--- src/rtl/mac_array_seq_if.sv ---
// Host/array-facing signal bundle for the systolic MAC array sequencer.
// start is a one-cycle request taken only in IDLE; stall is the sole back-pressure and gates issue.
interface mac_array_seq_if #(
  parameter int col        = 8,
  parameter int len_bw     = 10,
  parameter int addr_bw    = 11,
  parameter int inst_width = 4
);
  logic                  start;
  logic                  mode;
  logic [len_bw-1:0]     num_vec;
  logic [addr_bw-1:0]    w_base;
  logic [addr_bw-1:0]    x_base;
  logic                  stall;
  logic [col-1:0]        array_valid;
  logic                  mem_rd_en;
  logic [addr_bw-1:0]    mem_rd_addr;
  logic [inst_width-1:0] inst_w;
  logic                  busy;
  logic                  done;
  logic                  timeout;
  logic [2:0]            dbg_state;

  modport master (
    output start, mode, num_vec, w_base, x_base, stall, array_valid,
    input  mem_rd_en, mem_rd_addr, inst_w, busy, done, timeout, dbg_state
  );

  modport slave (
    input  start, mode, num_vec, w_base, x_base, stall, array_valid,
    output mem_rd_en, mem_rd_addr, inst_w, busy, done, timeout, dbg_state
  );
endinterface

--- src/rtl/mac_array_seq.sv ---
// Job sequencer for the WS/OS systolic MAC array: issues SRAM reads plus the
// matching instruction stream, counts south-edge result beats and signals completion.
module mac_array_seq #(
  parameter int row        = 8,
  parameter int col        = 8,
  parameter int inst_width = 4,
  parameter int len_bw     = 10,
  parameter int addr_bw    = 11,
  parameter int drain_max  = 64
) (
  input  logic           clk,
  input  logic           reset,
  mac_array_seq_if.slave bus
);
  typedef enum logic [2:0] {
    S_IDLE, S_KLOAD, S_EXEC, S_FLUSH, S_DRAIN, S_DONE
  } state_t;

  localparam int dcw = $clog2(drain_max + 1);
  localparam logic [inst_width-1:0] I_KLOAD = inst_width'(1);
  localparam logic [inst_width-1:0] I_WS    = inst_width'(2);
  localparam logic [inst_width-1:0] I_OS    = inst_width'(4);
  localparam logic [inst_width-1:0] I_FLUSH = inst_width'(8);

  state_t                r_state;
  logic                  r_mode;
  logic [len_bw-1:0]     r_num;
  logic [len_bw-1:0]     r_idx;
  logic [len_bw-1:0]     r_beats;
  logic [addr_bw-1:0]    r_wbase;
  logic [addr_bw-1:0]    r_xbase;
  logic [dcw-1:0]        r_dcnt;
  logic [inst_width-1:0] r_inst;
  logic                  r_busy;
  logic                  r_done;
  logic                  r_timeout;

  logic                  w_issue_state;
  logic                  w_issue;
  logic                  w_rd_en;
  logic                  w_beat;
  logic                  w_last_issue;
  logic                  w_drain_ok;
  logic [len_bw-1:0]     w_last_idx;
  logic [len_bw-1:0]     w_beats_nxt;
  logic [len_bw-1:0]     w_expect;
  logic [addr_bw-1:0]    w_base_sel;
  logic [addr_bw-1:0]    w_addr;
  logic [inst_width-1:0] w_inst;

  always_comb begin
    w_issue_state = (r_state == S_KLOAD) || (r_state == S_EXEC) || (r_state == S_FLUSH);
    w_issue       = w_issue_state && !bus.stall;
    w_rd_en       = w_issue && (r_state != S_FLUSH);
    w_base_sel    = (r_state == S_KLOAD) ? r_wbase : r_xbase;
    w_addr        = w_rd_en ? (w_base_sel + addr_bw'(r_idx)) : '0;
    w_inst        = '0;
    w_last_idx    = '0;
    case (r_state)
      S_KLOAD: begin
        w_inst     = I_KLOAD;
        w_last_idx = len_bw'(col - 1);
      end
      S_EXEC: begin
        w_inst     = r_mode ? I_OS : I_WS;
        w_last_idx = r_num - 1'b1;
      end
      S_FLUSH: begin
        w_inst     = I_FLUSH;
        w_last_idx = len_bw'(row - 1);
      end
      default: ;
    endcase
    if (!w_issue) w_inst = '0;
    w_last_issue = (r_idx == w_last_idx);
    // Beats landing while instructions are still issuing count toward the job too.
    w_beat       = bus.array_valid[col-1] && (w_issue_state || (r_state == S_DRAIN));
    w_beats_nxt  = (w_beat && (r_beats != '1)) ? r_beats + 1'b1 : r_beats;
    w_expect     = r_mode ? len_bw'(row) : r_num;
    w_drain_ok   = (w_beats_nxt >= w_expect);
  end

  always_ff @(posedge clk or posedge reset) begin
    if (reset) begin
      r_state   <= S_IDLE;
      r_mode    <= 1'b0;
      r_num     <= '0;
      r_idx     <= '0;
      r_beats   <= '0;
      r_wbase   <= '0;
      r_xbase   <= '0;
      r_dcnt    <= '0;
      r_inst    <= '0;
      r_busy    <= 1'b0;
      r_done    <= 1'b0;
      r_timeout <= 1'b0;
    end else begin
      r_inst  <= w_inst;
      r_beats <= w_beats_nxt;
      r_done  <= 1'b0;
      if (r_state != S_DRAIN) r_dcnt <= '0;
      case (r_state)
        S_IDLE: begin
          if (bus.start) begin
            r_mode    <= bus.mode;
            r_num     <= bus.num_vec;
            r_wbase   <= bus.w_base;
            r_xbase   <= bus.x_base;
            r_idx     <= '0;
            r_beats   <= '0;
            r_timeout <= 1'b0;
            if (bus.num_vec == '0) begin
              r_state <= S_DONE;
              r_done  <= 1'b1;
            end else begin
              r_busy  <= 1'b1;
              r_state <= bus.mode ? S_EXEC : S_KLOAD;
            end
          end
        end
        S_KLOAD, S_EXEC, S_FLUSH: begin
          if (w_issue) begin
            if (w_last_issue) begin
              r_idx <= '0;
              if (r_state == S_KLOAD)      r_state <= S_EXEC;
              else if (r_state == S_FLUSH) r_state <= S_DRAIN;
              else                         r_state <= r_mode ? S_FLUSH : S_DRAIN;
            end else begin
              r_idx <= r_idx + 1'b1;
            end
          end
        end
        S_DRAIN: begin
          if (w_drain_ok) begin
            r_state <= S_DONE;
            r_busy  <= 1'b0;
            r_done  <= 1'b1;
          end else if (r_dcnt == dcw'(drain_max - 1)) begin
            r_state   <= S_DONE;
            r_busy    <= 1'b0;
            r_done    <= 1'b1;
            r_timeout <= 1'b1;
          end else begin
            r_dcnt <= r_dcnt + 1'b1;
          end
        end
        S_DONE:  r_state <= S_IDLE;
        default: r_state <= S_IDLE;
      endcase
    end
  end

  assign bus.mem_rd_en   = w_rd_en;
  assign bus.mem_rd_addr = w_addr;
  assign bus.inst_w      = r_inst;
  assign bus.busy        = r_busy;
  assign bus.done        = r_done;
  assign bus.timeout     = r_timeout;
  assign bus.dbg_state   = r_state;
endmodule
--- src/flat_wrapper.sv ---
// flat-port wrapper written by rule: the top's interface ports become plain ports
module mac_array_seq_flat 
#(
  parameter int row        = 8,
  parameter int col        = 8,
  parameter int inst_width = 4,
  parameter int len_bw     = 10,
  parameter int addr_bw    = 11,
  parameter int drain_max  = 64
)
  (clk, reset, bus_start, bus_mode, bus_num_vec, bus_w_base, bus_x_base, bus_stall, bus_array_valid, bus_mem_rd_en, bus_mem_rd_addr, bus_inst_w, bus_busy, bus_done, bus_timeout, bus_dbg_state);
  mac_array_seq_if #(.col(col), .len_bw(len_bw), .addr_bw(addr_bw), .inst_width(inst_width)) bus_i ();
  input  logic clk;
  input  logic reset;
  input wire logic [$bits(bus_i.start)-1:0] bus_start;
  input wire logic [$bits(bus_i.mode)-1:0] bus_mode;
  input wire logic [$bits(bus_i.num_vec)-1:0] bus_num_vec;
  input wire logic [$bits(bus_i.w_base)-1:0] bus_w_base;
  input wire logic [$bits(bus_i.x_base)-1:0] bus_x_base;
  input wire logic [$bits(bus_i.stall)-1:0] bus_stall;
  input wire logic [$bits(bus_i.array_valid)-1:0] bus_array_valid;
  output wire logic [$bits(bus_i.mem_rd_en)-1:0] bus_mem_rd_en;
  output wire logic [$bits(bus_i.mem_rd_addr)-1:0] bus_mem_rd_addr;
  output wire logic [$bits(bus_i.inst_w)-1:0] bus_inst_w;
  output wire logic [$bits(bus_i.busy)-1:0] bus_busy;
  output wire logic [$bits(bus_i.done)-1:0] bus_done;
  output wire logic [$bits(bus_i.timeout)-1:0] bus_timeout;
  output wire logic [$bits(bus_i.dbg_state)-1:0] bus_dbg_state;
  assign bus_i.start = bus_start;
  assign bus_i.mode = bus_mode;
  assign bus_i.num_vec = bus_num_vec;
  assign bus_i.w_base = bus_w_base;
  assign bus_i.x_base = bus_x_base;
  assign bus_i.stall = bus_stall;
  assign bus_i.array_valid = bus_array_valid;
  assign bus_mem_rd_en = bus_i.mem_rd_en;
  assign bus_mem_rd_addr = bus_i.mem_rd_addr;
  assign bus_inst_w = bus_i.inst_w;
  assign bus_busy = bus_i.busy;
  assign bus_done = bus_i.done;
  assign bus_timeout = bus_i.timeout;
  assign bus_dbg_state = bus_i.dbg_state;
  mac_array_seq #(.row(row), .col(col), .inst_width(inst_width), .len_bw(len_bw), .addr_bw(addr_bw), .drain_max(drain_max)) u_core (.clk(clk), .reset(reset), .bus(bus_i));
endmodule
--- config.mk ---
export PLATFORM = sky130hd
export DESIGN_NAME = mac_array_seq_flat
export DESIGN_NICKNAME = d
export VERILOG_FILES = /design/src/rtl/mac_array_seq_if.sv /design/src/rtl/mac_array_seq.sv /design/src/flat_wrapper.sv
export SDC_FILE = /design/constraint.sdc
export NUM_CORES = 1
export LEC_CHECK = 0
export CAP_MARGIN = 20
export CORE_ASPECT_RATIO = 0.75
export CORE_MARGIN = 4
export CORE_UTILIZATION = 30
export CTS_CLUSTER_DIAMETER = 120
export DETAILED_ROUTE_END_ITERATION = 16
export HOLD_SLACK_MARGIN = 0.05
export PLACE_DENSITY_LB_ADDON = 0.3
export SYNTH_ARGS = -nofsm -noshare
export SYNTH_HDL_FRONTEND = slang
export SYNTH_SLANG_ARGS = --single-unit
--- constraint.sdc ---
create_clock -name clk -period 3.9 [get_ports clk]
set_input_delay 0.585 -clock clk [delete_from_list [all_inputs] [get_ports clk]]
set_output_delay 0.585 -clock clk [all_outputs]
set_load 0.005 [all_outputs]
==> results of run 1 <==
## power groups by stage
| stage | registers (mW) | clock network (mW) | logic, mW |
|---|---|---|---|
| after floorplan | 1.12 | 0 | 1.39 |
| after global placement | 1.20 | 0 | 1.96 |
| after detailed placement | 1.22 | 0 | 2.01 |
| after CTS | 1.21 | 0.773 | 2.07 |
| after global routing | 1.26 | 0.808 | 2.43 |
| final | 1.22 | 0.758 | 2.18 |
## timing repair
action,in CTS,in global routing
setup buffers,2,5
pin swaps,10,15
hold buffers,0,0
endpoints found under the hold margin,0,0
endpoints found under the setup margin,5,17
resized for setup,22,30
## layer usage
layer	vias to the layer above	share of wire (%)	track usage, %
met2	65	44	21.6
met1	1755	51	19.1
li1	1801	-	-
met3	12	3.6	3.08
met4	0	1.4	4.37
met5	-	0	0
## registers in the layout, indices dropped and copies added, names as in the netlist
name / count
u_core.r_wbase: 11
u_core.r_xbase: 11
u_core.r_beats: 10
u_core.r_idx: 10
u_core.r_num: 10
u_core.r_dcnt: 7
u_core.bus.inst_w: 4
u_core.bus.dbg_state: 3
u_core.bus.busy: 1
u_core.bus.done: 1
u_core.bus.timeout: 1
u_core.r_mode: 1
## cell usage in the layout, fill, tap and decap left out, types with 5 or more instances in the layout
| cell type | n |
|---|---|
| and3_1 | 9 |
| clkdlybuf4s50_1 | 53 |
| nand4_1 | 6 |
| dfrtp_1 | 70 |
| ha_1 | 20 |
| nor4_1 | 6 |
| and2_1 | 9 |
| nor2_1 | 33 |
| xnor2_1 | 15 |
| nand2_1 | 31 |
| o21ai_0 | 16 |
| nor3b_1 | 6 |
| nor3_1 | 16 |
| clkbuf_16 | 9 |
| nand2b_1 | 6 |
| mux2_2 | 38 |
| inv_1 | 15 |
| xor2_1 | 6 |
| nand3_1 | 11 |
| or4_1 | 5 |
| a21o_1 | 12 |
| a21oi_1 | 13 |
| buf_4 | 29 |
## cells by family after synthesis
| logic type | Yosys count |
|---|---|
| muxes | 43 |
| and+or+nand+nor | 168 |
| adders and majority gates | 24 |
| xor gates and xnor gates | 24 |
| buffers and inverters | 39 |
| DFF | 70 |
| AOI/OAI and AO/OA | 84 |
## critical path, delay by kind of cell, from the launching register on
| kind | cells | cell delay, ns |
|---|---|---|
| compound gates | 6 | 1.20 |
| buf+inv | 2 | 0.32 |
| simple gates | 2 | 0.25 |
| flops | 1 | 0.40 |
| fa+ha+maj | 1 | 0.21 |
| mux | 1 | 0.33 |
| xor+xnor | 1 | 0.21 |
## worst min-delay path by stage
| stage | end | slack (ns) | cells past startpoint |
|---|---|---|---|
| 2_1_floorplan | u_core.bus.busy | 0.47 | 2 |
| 3_3_place_gp | u_core.r_xbase[2] | 0.49 | 1 |
| 3_5_place_dp | u_core.bus.busy | 0.48 | 2 |
| 4_1_cts | u_core.bus.busy | 0.50 | 2 |
| 5_1_grt | u_core.r_xbase[6] | 0.53 | 1 |
| 6_report | u_core.bus.busy | 0.49 | 2 |
## final cells by class
| cell class | instances | share of cell area (%) |
|---|---|---|
| multi-input combinational | 343 | 45.6 |
| sequential | 70 | 30.2 |
| timing repair buffer | 90 | 14.1 |
| clock buffer | 13 | 4.31 |
| tap | 200 | 4.31 |
| inverter | 18 | 1.18 |
| clock inverter | 3 | 0.345 |
## per-stage QoR
step / hold WS (ns) / utilization, % / setup slack, ns / instances / setup TNS, ns
2_1_floorplan: 0.473 / - / 0.0228 / 452 / 0
3_3_place_gp: 0.486 / 37.0 / -0.0473 / 714 / -0.0692
3_5_place_dp: 0.483 / 37.0 / -0.117 / 714 / -0.206
4_1_cts: 0.496 / 39.4 / -0.00549 / 732 / -0.00549
5_1_grt: 0.526 / 40.3 / -0.0953 / 737 / -0.139
6_report: 0.487 / 40.3 / 0.0659 / 737 / 0
==> results.yml, run 1 <==
outcome:
  status: "finished, final reports clean"
setup_path:
  crit_chain: "nor3_2 > buf_4 > mux2_4 > ha_4 > a21o_1 > a21oi_2 > o21ai_2 > a2111o_1 > o311a_1 > a31oi_2 > xor2_1 > nor2_1 > buf_2"
  r2r_start: "u_core.bus.dbg_state[2]"
  r2r_slack_ns: 0.18
  critical-path-max-stage-delay_ns: 0.41
  worstSetupEndpointType: "primary output"
  critPathRequiredTime_ns: 3.31
  r2r-end: "u_core.r_dcnt[5]"
  cp_slowest_cell: "a2111o_1"
  startpoint: "u_core.bus.dbg_state[2]"
  worstRegToRegCells: 17
  endpoint: "bus_mem_rd_addr[9]"
  crit_path_max_fanout: 4
  cp.arrival_ns: 3.25
  worst-setup-path-type: "flip-flop to primary output"
  cp-start-kind: "flip-flop"
min_path:
  min_from: "u_core.bus.busy"
  min_path_type: "flip-flop to flip-flop"
logic_synthesis:
  synth-adder-area-share_pct: 6.99
  synth-seq-cells: 70
  synthTopCellsByArea: "dfrtp_1 (40%), mux2_2 (10%), ha_1 (6.5%), xnor2_1 (3.4%), nor2_1 (3.0%)"
  synthCells: 452
  synthMuxAreaShare_pct: 10.9
  post-synth-top-area-cell: "dfrtp_1"
  synth_xor_area_share_pct: 5.08
  avgSynthCellArea_um2: 9.75
  syn-cell-area_um2: 4410
  synth_commonest_cells: "dfrtp_1 (70), mux2_2 (41), nor2_1 (35)"
  synth_top_family_by_area: "simple AND/OR/NAND/NOR gates"
  synth-simple-area-share_pct: 20.8
  synth_top_area_share_pct: 39.8
  synth-compound-area-share_pct: 12.7
  ys_types: 62
  yosys_warnings: 0
  synth_most_common_cell: "dfrtp_1"
  synth_edf_count: 0
  syn_nets: 521
  synth_ff_type: "dfrtp_1"
  synth_seq_area_share_pct: 39.8
  async_flop_share_pct: 100
clock_network:
  path_clk_slew_ns: 0.06
  clk_latency_ns: 0.34
  cts_buffers: 9
  numClockSinks: 70
  cts_tree: "built"
  clk_path_buf_depth: 2
  htreeDepth: 3
  clock-root-buffer: "clkbuf_16"
power_and_ir_drop:
  p_int_mw: 2.56
  clockPowerShare_pct: 18.2
  cellLeakagePower_nw: 2.57
  total_power_mw: 4.16
  power_frac_comb_pct: 52.5
  power_frac_seq_pct: 29.3
  switchingPower_mw: 1.60
  power.density_nw_per_um2: 716
  power.share.switching_pct: 38.5
  vdd_drop_max_uv: 256
placement:
  portBuffers: 59
  gp_congestion: 0.801
  hpwl_um: 8180
  placed_cell_area_um2: 5330
final_layout:
  n_fill_cell: 1370
  seqCellArea_um2: 1750
  fin_area_um2: 5810
  syn_to_final_growth_pct: 31.9
  final_nets: 601
  n_antenna_cell: 0
  drive_gt1_share_pct: 22.7
  multi_input_area_um2: 2650
global_route:
  grt_pass1_vias: 3700
  antenna_found_initial: 0
  track_usage_pct: 13.8
  grt_max_degree: 71
  grt_overflow: 0
  grt_first_pass_wirelength_um: 18500
route:
  dr.pass1.iters: 4
  drc: 0
  drtAntennaViolNets: 0
  drt_wl_total_um: 11000
  routed-via-count: 3633
  vias_per_cell: 4.93
  first_iter_violations: 166
  wl_per_cell_um: 14.9
timing:
  maxSlewViolCount: 0
  fin_crit_sh_pct: 98.3
  rsz0062_at_grt: "true"
  hold_viol: 0
  fmax_mhz: 261
  period_needed_ns: 3.83
  relSlewSlack_pct: 39.6
  fin_skew_ns: 0.00682
  setup_viol: 0
  max_slew.worst_pin.slew_ns: 0.906
die:
  start_util_pct: 30.6
  die_y_um: 113
  die_w_um: 148
  ios: 67
  rows: 38
  design.die.area_um2: 16700
  core_area_um2: 14400
job:
  cap_violations: 0
Power figures use the tool's default switching activity.
==> run 2: changes to the inputs <==
CORE_MARGIN = default   (was 4)
==> results.yml, run 2 (same netlist as run 1, synthesis figures left out) <==
power_and_ir_drop:
  vdd_drop_max_uv: 256
  cellLeakagePower_nw: 2.61
  clockPowerShare_pct: 19.5
  power.share.switching_pct: 38.1
  power_frac_comb_pct: 52.5
  switchingPower_mw: 1.64
  p_int_mw: 2.66
  power.density_nw_per_um2: 731
  power_frac_seq_pct: 28.0
route:
  vias_per_cell: 5.02
  routed-via-count: 3699
  wl_per_cell_um: 15.3
  drc: 0
  first_iter_violations: 235
  dr.pass1.iters: 4
  drt_wl_total_um: 11300
  drtAntennaViolNets: 0
final_layout:
  final_cells: 737
  n_antenna_cell: 0
  seqCellArea_um2: 1750
  syn_to_final_growth_pct: 33.4
  final_common_cell: "dfrtp_1"
  n_fill_cell: 1369
  layout_common_cells: "dfrtp_1 (70), clkdlybuf4s50_1 (53), mux2_2 (39)"
  multi_input_area_um2: 2610
  drive_gt1_share_pct: 23.6
  top_regs: "u_core.r_wbase: 11 flops, u_core.r_xbase: 11 flops"
  final_nets: 606
  fin_area_um2: 5880
global_route:
  grt_util_met2_pct: 23.0
  track_usage_pct: 15.7
  grt_pass1_vias: 3642
  gr-usage-met3_pct: 3.22
  busiest_layer: "met1"
  grt_first_pass_wirelength_um: 18400
  met1_usage_pct: 23.0
  grt_max_degree: 40
  grt_overflow: 0
  antenna_found_initial: 0
timing:
  max_slew.worst_pin.slew_ns: 0.856
  relSlewSlack_pct: 42.9
  setup_viol: 0
  fmax_mhz: 261
  fin_crit_sh_pct: 98.3
  fin_setup_tns_ns: 0
  maxSlewViolCount: 0
  rsz0062_at_grt: "true"
  whs_ns: 0.502
  period_needed_ns: 3.83
  fin_skew_ns: 0.00377
  hold_viol: 0
setup_path:
  worstSetupEndpointType: "primary output"
  r2r_slack_ns: 0.13
  cp-start-kind: "flip-flop"
  cp.arrival_ns: 3.25
  endpoint: "bus_mem_rd_addr[9]"
  r2r_start: "u_core.bus.dbg_state[2]"
  critPathRequiredTime_ns: 3.31
  worstRegToRegCells: 17
  r2r-end: "u_core.r_dcnt[3]"
  startpoint: "u_core.bus.dbg_state[0]"
  crit_path_max_fanout: 3
  worst-setup-path-type: "flip-flop to primary output"
outcome:
  status: "finished, final reports clean"
min_path:
  min_path_type: "flip-flop to flip-flop"
die:
  core_area_um2: 14000
  start_util_pct: 31.4
  rows: 37
  die_w_um: 142
  die_y_um: 107
  ios: 67
  design.die.area_um2: 15200
job:
  cap_violations: 0
clock_network:
  clock-root-buffer: "clkbuf_16"
  clk_path_buf_depth: 2
  numClockSinks: 70
  clk_latency_ns: 0.33
  cts_buffers: 9
  cts_tree: "built"
  htreeDepth: 3
  path_clk_slew_ns: 0.06
  hold_buffers: 0
placement:
  portBuffers: 59
  dp.cells: 712
  gp_congestion: 0.865
  hpwl_um: 8460
  placed_cell_area_um2: 5380
-- run 2: changes by cell type in the layout (fill, tap and decap cells not counted), moves of 2 or more --
cell	before	now
a21oi_2	2	4
a31oi_1	2	4
a31oi_2	2	0
buf_12	0	2
buf_8	0	2
clkbuf_1	3	0
-- run 2: worst min path at each step --
stage                      startpoint                 to  slack [ns]  cells after the start
floorplan             u_core.bus.busy    u_core.bus.busy        0.47                      2
global placement    u_core.r_wbase[1]  u_core.r_wbase[1]        0.48                      1
detailed placement  u_core.r_xbase[9]  u_core.r_xbase[9]        0.49                      1
CTS                 u_core.r_xbase[9]  u_core.r_xbase[9]        0.51                      1
global route        u_core.r_xbase[9]  u_core.r_xbase[9]        0.51                      1
finish              u_core.r_xbase[9]  u_core.r_xbase[9]        0.50                      1
-- run 2: per-layer routing --
metal / vias to the layer above / wire (um)
met5: - / 0
met4: 0 / 146
met3: 10 / 398
met2: 85 / 4730
met1: 1796 / 6000
li1: 1808 / -
-- run 2: power by group through the flow --
stage,registers (mW),clock network (mW),logic [mW]
floorplan,1.12,0,1.39
global placement,1.19,0,2.00
detailed placement,1.20,0,2.07
CTS,1.19,0.863,2.12
global route,1.24,0.884,2.49
finish,1.20,0.837,2.26
-- run 2: final cells by class --
type                            count  share of cell area [%]
Multi-Input combinational cell    343                    44.4
Sequential cell                    70                    29.8
Timing Repair Buffer               95                    15.2
Tap cell                          195                    4.15
Clock buffer                       10                    4.07
Clock inverter                      6                    1.19
Inverter                           18                    1.17
-- run 2: stage by stage --
stage / setup slack [ns] / utilization (%) / power (mW)
after floorplan: 0.0228 / - / 2.51
after global placement: -0.120 / 38.3 / 3.19
after detailed placement: -0.101 / 38.3 / 3.27
after CTS: -0.0771 / 41.0 / 4.18
after global routing: -0.124 / 41.9 / 4.62
final: 0.0653 / 41.9 / 4.30
-- run 2: critical path, cell delays in order, from the launching register on --
cell and delay [ns]:
dfrtp_1 0.37, clkinv_2 0.08, nor3_4 0.20, buf_6 0.15
buf_6 0.10, mux2_4 0.32, ha_4 0.21, a21o_1 0.16
a21oi_2 0.18, o21ai_2 0.09, a2111o_1 0.36, o311a_1 0.13
a31oi_1 0.20, xor2_1 0.16, nor2_1 0.05, buf_2 0.14
-- run 2: repair_timing --
action                                  CTS  global route
pin swaps                                13            15
buffers inserted                          5             5
resized for setup                        23            27
gates cloned                              0             0
endpoints found under the setup margin   11            16
